### config.mk
export PLATFORM = sky130hd
export DESIGN_NAME = muldiv_unit
export DESIGN_NICKNAME = d
export VERILOG_FILES = /design/src/rtl/muldiv_unit.sv
export SDC_FILE = /design/constraint.sdc
export NUM_CORES = 2
export LEC_CHECK = 0
export ABC_AREA = 1
export ABC_CLOCK_PERIOD_IN_PS = 11100
export CAP_MARGIN = 20
export CORE_MARGIN = 4
export CORE_UTILIZATION = 35
export DETAILED_ROUTE_END_ITERATION = 10
export HOLD_SLACK_MARGIN = 0.08
export PLACE_DENSITY_LB_ADDON = 0.25
export SLEW_MARGIN = 30
export SYNTH_ARGS = -nofsm -noshare
export SYNTH_HDL_FRONTEND = slang
export SYNTH_SLANG_ARGS = --single-unit
### constraint.sdc
create_clock -name clk -period 11.1 [get_ports clk]
set_input_delay 2.22 -clock clk [delete_from_list [all_inputs] [get_ports clk]]
set_output_delay 2.22 -clock clk [all_outputs]
set_load 0.005 [all_outputs]
### src/rtl/muldiv_unit.sv
// muldiv_unit: multi-cycle 32-bit multiply / divide unit (MUL, MULH, MULHU, DIV, DIVU, MOD, MODU)
//   clk            in   rising-edge clock
//   rst            in   asynchronous active-high reset
//   clear_pipeline in   abort the current operation, return to IDLE
//   mul_para       in   op select: 0/2 MUL, 1 MULH, 3 MULHU, 4 DIV, 5 DIVU, 6 MOD, 7 MODU
//   mul_initial    in   start request, sampled only while mul_ready=1
//   mul_rs0        in   operand A / dividend
//   mul_rs1        in   operand B / divisor
//   mul_ready      out  unit idle
//   mul_finished   out  mul_data valid, held until mul_ack
//   mul_data       out  result
//   mul_ack        in   result consumed
// Compile option: MULDIV_DIV_EARLY_EXIT_EN finishes trivial divides (divisor 0 or
// |dividend| < |divisor|) without running the 32-step loop.
module muldiv_unit (
   input  logic        clk,
   input  logic        rst,
   input  logic        clear_pipeline,
   input  logic [2:0]  mul_para,
   input  logic        mul_initial,
   input  logic [31:0] mul_rs0,
   input  logic [31:0] mul_rs1,
   output logic        mul_ready,
   output logic        mul_finished,
   output logic [31:0] mul_data,
   input  logic        mul_ack
);
   typedef enum logic [2:0] {IDLE, MUL, DIV, FIX, DONE} state_t;
   state_t state, state_nxt;
   logic [2:0]  op;
   logic [31:0] a, b, quo, dvs, rem, a_mag, b_mag, sub, q_fix, r_fix;
   logic [32:0] sh;
   logic [63:0] ax, bx, prod;
   logic [5:0]  cnt;
   logic        ge, early;
   // signed variants (MUL/MULH/DIV/MOD) all have op[0]=0 except MULH (1); MULHU is the only unsigned multiply
   assign ax    = (op == 3'd3) ? {32'b0, a} : {{32{a[31]}}, a};
   assign bx    = (op == 3'd3) ? {32'b0, b} : {{32{b[31]}}, b};
   assign prod  = ax * bx;
   assign a_mag = (~mul_para[0] & mul_rs0[31]) ? -mul_rs0 : mul_rs0;
   assign b_mag = (~mul_para[0] & mul_rs1[31]) ? -mul_rs1 : mul_rs1;
   // restoring step: shift next dividend bit into the partial remainder, subtract if it fits
   assign sh    = {rem, quo[31]};
   assign ge    = sh >= {1'b0, dvs};
   assign sub   = sh[31:0] - dvs;
   // divide by zero yields all-ones regardless of signs; the overflow case falls out of the magnitude path
   assign q_fix = (dvs == 32'd0) ? 32'hFFFF_FFFF : (~op[0] & (a[31] ^ b[31])) ? -quo : quo;
   assign r_fix = (~op[0] & a[31]) ? -rem : rem;
`ifdef MULDIV_DIV_EARLY_EXIT_EN
   assign early = (dvs == 32'd0) || (quo < dvs);
`else
   assign early = 1'b0;
`endif
   assign mul_ready    = state == IDLE;
   assign mul_finished = state == DONE;
   always_ff @(posedge clk or posedge rst)
      if (rst) state <= IDLE;
      else     state <= state_nxt;
   always_comb begin
      state_nxt = state;
      case (state)
         IDLE:    state_nxt = mul_initial ? (mul_para[2] ? DIV : MUL) : IDLE;
         MUL:     state_nxt = DONE;
         DIV:     state_nxt = (early && cnt == 6'd0) ? DONE : (cnt == 6'd31) ? FIX : DIV;
         FIX:     state_nxt = DONE;
         DONE:    state_nxt = mul_ack ? IDLE : DONE;
         default: state_nxt = IDLE;
      endcase
      if (clear_pipeline) state_nxt = IDLE;
   end
   always_ff @(posedge clk or posedge rst)
      if (rst) begin
         op       <= 3'd0;
         a        <= 32'd0;
         b        <= 32'd0;
         quo      <= 32'd0;
         dvs      <= 32'd0;
         rem      <= 32'd0;
         cnt      <= 6'd0;
         mul_data <= 32'd0;
      end else if (!clear_pipeline) begin
         case (state)
            IDLE: if (mul_initial) begin
               op  <= mul_para;
               a   <= mul_rs0;
               b   <= mul_rs1;
               quo <= a_mag;
               dvs <= b_mag;
               rem <= 32'd0;
               cnt <= 6'd0;
            end
            MUL: mul_data <= op[0] ? prod[63:32] : prod[31:0];
            DIV: if (early && cnt == 6'd0) mul_data <= op[1] ? a : {32{dvs == 32'd0}};
            else begin
               rem <= ge ? sub : sh[31:0];
               quo <= {quo[30:0], ge};
               cnt <= cnt + 6'd1;
            end
            FIX: mul_data <= op[1] ? r_fix : q_fix;
            default: ;
         endcase
      end
endmodule
Word level (Yosys, flattened, before mapping)
Index checks and enable logic that the tools add are counted.

cells by class
  add/subtract/negate cells = 6
  multiply operators = 1
  $lt $le $gt $ge = 1
  equal/unequal tests = 7
  multiplexer cells = 23
  bitwise gates (word level) = 8
  reductions and logical operators = 8

operators by type and width
  cell                   number
  $mux W32               10
  $pmux W32 S2           3
  $mux W64               2
  $neg A32 Y32           4
  $mul A64 B64 Y64       1
  $ge A33 B32 Y1         1
  $logic_not A32 Y1      1
  $sub A32 B32 Y32       1
  $pmux W3 S4            1
  $pmux W6 S2            1
  $eq A3 B2 Y1 const B   3
  $add A6 B1 Y6 const B  1
  $eq A6 B5 Y1 const B   1
  $mux W3                2
  $mux W6                1
  $reduce_and A3 Y1      2
  $and A1 B1 Y1          4
  $mux W2                2
  $reduce_bool A2 Y1     2
  $eq A3 B1 Y1 const B   1
  $eq A3 B3 Y1 const B   1
  $logic_not A3 Y1       1
  $not A1 Y1             3
  $ne A2 B2 Y1 const B   1
  other kinds (4)        4

storage, ports and cells
  flip-flop bits (word level) = 204
  input port bits = 72
  output and inout port bits = 34
  logic and storage cells = 63

Longest topological paths before layout
  depth after elaboration = 6
  mapped depth = 43
  mapped depth without buffers = 41

Worst setup path before layout
No wires, ideal clock.

  path type = register -> register
  start point = register op[1]
  end point = register mul_data[31]
  library setup time = 0.118 ns
  arrival time = 9.039 ns
  data required time = 10.982 ns
  slack = 1.944 ns
  stages on the path, launching flop included = 38
  clock period less this slack = 9.156 ns
  cell sequence = dfrtp_1 nand2_2 nor2_8 clkbuf_1 clkbuf_1 nor2_1 fa_1 inv_1 fa_1 inv_1 fa_1 inv_1 fa_1 inv_1 fa_1 fa_1 fa_1 inv_1 [... 2 more ...] fa_1 inv_1 fa_1 inv_1 ha_1 nand2_1 nor3_1 nand2_1 nor2_1 inv_1 nor4_1 a21oi_1 inv_1 nand3_1 nand3_1 nand2_1 nand2_1 a21oi_2

between the ends
  cells in the longest elaborated chain, start to end = 5

ends and longest elaborated chain
  element                      line    RTL
  start: declaration           30      logic [2:0] op;
  start signal: assignment     84      op <= mul_para;
  $eq A3 B2 Y1                 37, 38
  $mux W64 (on tied branches)  37, 38
  $mul A64 B64 Y64             39      assign prod = ax * bx;
  $mux W32                     92      MUL: mul_data <= op[0] ? prod[63:32] : prod[31:0];
  $pmux W32 S2 (*)             82      case (state)
  end signal: assignment       92
  end signal: assignment       93      DIV: if (early && cnt == 6'd0) mul_data <= op[1] ? a : {32{dvs == 32'd0}};
  end signal: assignment       99      FIX: mul_data <= op[1] ? r_fix : q_fix;
  end: declaration             25      output logic [31:0] mul_data,

Mark *: on every way between the ends. The rest lies on a longest branch, timed or not.
A chain may end at the register's enable or synchronous reset.

Final worst setup path
  start point = register op[1]
  end point = register mul_data[29]

The elaborated chain is that of the path after synthesis.

==> summary.txt <==
Outcome
  • Outcome: complete, no violations

STA
  • Max frequency: 94.4 MHz
  • Final Critical Period: 10,590 ps
  • Final hold viol count: 0
  • Period utilisation layout: 95.4%
  • Final Skew: ~39 ps
  • Measured slew at the worst slew-check pin: 1050 ps
  • Slew margin rel.: 28.9%
  • Setup TNS: 0 ps
  • Final Setup Violations: 0
  • Unrepaired setup endpoints after global routing: no
  • Slew Viols, Final: 0

Worst setup path
  • R2R depth: 36
  • Crit Path Max Fanout: 16
  • Max incr delay on CP: 730 ps
  • Slowest cell on crit path: fa_1
  • CP Launch Type: register
  • CP dominant cell by count: fa_1
  • Arrival time at the worst endpoint: 11,080 ps
  • Critical Path End Type: register
  • Critical path type: register to register
  • Required time worst endpoint: 11,590 ps

Drt
  • Number of vias per cell: slightly below 5
  • Via count: 51.3k
  • WL/cell: 23.2 µm
  • WL final: 239,000 µm
  • DRT iter0 DRCs: 4,043
  • 1st-pass router iterations: 6
  • DRC viols: 0
  • DRT antenna net count: 0

GRT
  • Vias in the first global route: approximately 55k
  • Total global routing track utilization: 26.2%
  • First-pass GRT wire length: 362,000 µm
  • Largest net degree at the start of global routing: 100
  • GRT overflow: 0
  • Initial antenna violation count: 7

Clock network
  • Root Driver: clkbuf_16
  • Clock Sink Count: 203
  • Hold_buf cts: 0
  • Worst-Skew Late Latency: 630 ps
  • Clock transition at path regs: 70 ps
  • CTS buffer count: 28
  • CTS H-tree depth: 1
  • CTS tree: built
  • Post_cts resized: 0
  • Clock buffer depth: 3
  • Post-CTS Setup Inserts: 0

Synth
  • Share of the synthesized area in the top cell type: 45.1%
  • Syn. warnings: 0
  • Mapped Area: 63,100 µm²
  • Syn nets: between 9k and 10k
  • Register area share after synthesis: 8.06%
  • Post-synth top area cell: fa_1
  • Post-synth EDFFs: 0
  • Synth async-reset ratio: 100%
  • Ys flop type: dfrtp_1
  • Cell count after synthesis: 7,969
  • Netlist cell types: 65
  • Average size of a mapped cell: 7.91 µm²
  • Ranking of synthesized cells by area: fa_1, inv_1, nand2_1
  • Yosys reg bits: 203

Floorplanning
  • # rows: approximately 160
  • Area of the core: ~180,000 µm²
  • Initial Utilization: between 30% and 40%
  • Die span in x: 432 µm
  • Die H: 432 µm
  • Die area: 187,000 µm²
  • Io pins: between 100 and 150

Final layout
  • Nets@finish: 9,779
  • Synthesis-to-layout area growth: 8.20%
  • Commonest cells after routing, fill and taps aside: inv_1, nand2_1, fa_1, nor2_1, ha_1
  • Most common cell after layout, fill and taps aside: inv_1
  • Layout cells sized above 1: 4.36%

Min path
  • Tightest Hold Check Type: register to register
  • Worst hold stages: 2

Job
  • Max-cap violations: 0

Placed design
  • # port buffers: 105
  • Gp weighted congestion: 0.955
  • DP HPWL: roughly 210,000 µm
## worst paths after layout
| path | slack (ps) | end | start |
|---|---|---|---|
| max reg2reg | 510 | mul_data[29]$_DFFE_PP0P_ | op[1]$_DFFE_PP0P_ |
| max | 510 | mul_data[29]$_DFFE_PP0P_ | op[1]$_DFFE_PP0P_ |
| min | 480 | rem[0]$_DFFE_PP0P_ | quo[31]$_DFFE_PP0P_ |
| max in group asynchronous | 7550 | quo[26]$_DFFE_PP0P_ | rst |
| min in group asynchronous | 2100 | rem[15]$_DFFE_PP0P_ | rst |
| min reg2reg | 480 | rem[0]$_DFFE_PP0P_ | quo[31]$_DFFE_PP0P_ |
## worst max-delay path: cells and delay by family, from the launching register on
family	cells	cell delay, ps
AOI/OAI and AO/OA	1	180
adders and majority gates	11	6140
buffers and inverters	10	1230
DFF	1	420
and+or+nand+nor	14	2430
## flip-flops by register name, indices dropped and copies added, names as in the netlist
signal    cells
rem          32
b            32
a            32
op            3
cnt           6
dvs          31
state         3
quo          32
mul_data     32
## synth_stat cells (6+ instances only)
library cell  count
a21boi_0          8
a21o_1           21
a21oi_1         279
a31oi_1          18
and3_1            7
buf_1             8
buf_2            25
clkbuf_1        301
dfrtp_1         203
fa_1           1420
ha_1            346
inv_1          2262
inv_2            10
nand2_1        1802
nand2_2          12
nand3_1         155
nand3_2           7
nand3b_1         10
nand4_1          25
nor2_1          362
nor2_2           11
nor3_1           38
nor3_2           15
nor4_1           16
o211ai_1         39
o21a_1            8
o21ai_0         341
o21ai_1          24
o21ai_2           7
o21bai_1         12
o31ai_1           6
or2_2            20
xnor2_1          31
xor2_1           55
## layer usage
layer  part of all wire (%)  vias up  global-route usage [%]  routed length, µm
li1                       -    23000                       -                  -
met1                     43    26200                    35.4             102000
met2                     47     1694                    43.5             112000
met3                    5.8      330                    2.98              13900
met4                    4.4        4                    9.14              10600
met5                  0.011        -                       0                 26
## through the flow
| stage | area, µm² | utilization, % | worst slack [ps] | cells | hold WS, ps |
|---|---|---|---|---|---|
| floorplan | 63100 | - | 1940 | 7969 | 472 |
| global placement | 67200 | 37.6 | 616 | 10300 | 466 |
| detailed placement | 67200 | 37.6 | 570 | 10300 | 472 |
| CTS | 68200 | 38.1 | 512 | 10300 | 492 |
| global route | 68200 | 38.2 | 107 | 10300 | 510 |
| finish | 68200 | 38.2 | 510 | 10300 | 479 |
## area by class of cell
class | count | area [µm²]
diodes | 3 | 7.51
flip-flops and latches | 203 | 5090
repair buffers | 282 | 2510
clock buffers | 32 | 716
well taps | 2355 | 2950
multi-input cells | 5150 | 48100
inverters | 2276 | 8550
fillers | 18700 | 111000
clock inverters | 20 | 256
## kinds of logic (layout without fill, tap and decap cells)
| logic type | after synthesis | count (layout) | synth area share [%] |
|---|---|---|---|
| other cells | 0 | 3 | 0 |
| flops | 203 | 203 | 8.06 |
| fa+ha+maj | 1766 | 1766 | 51.9 |
| buf+inv | 2616 | 2610 | 15.7 |
| compound gates | 807 | 807 | 7.13 |
| simple gates | 2491 | 2491 | 16.0 |
| xor+xnor | 86 | 86 | 1.19 |
Power is left out: the tool's default activity adds up to more than one toggle a clock period on the data nets, which glitch-free logic cannot reach.
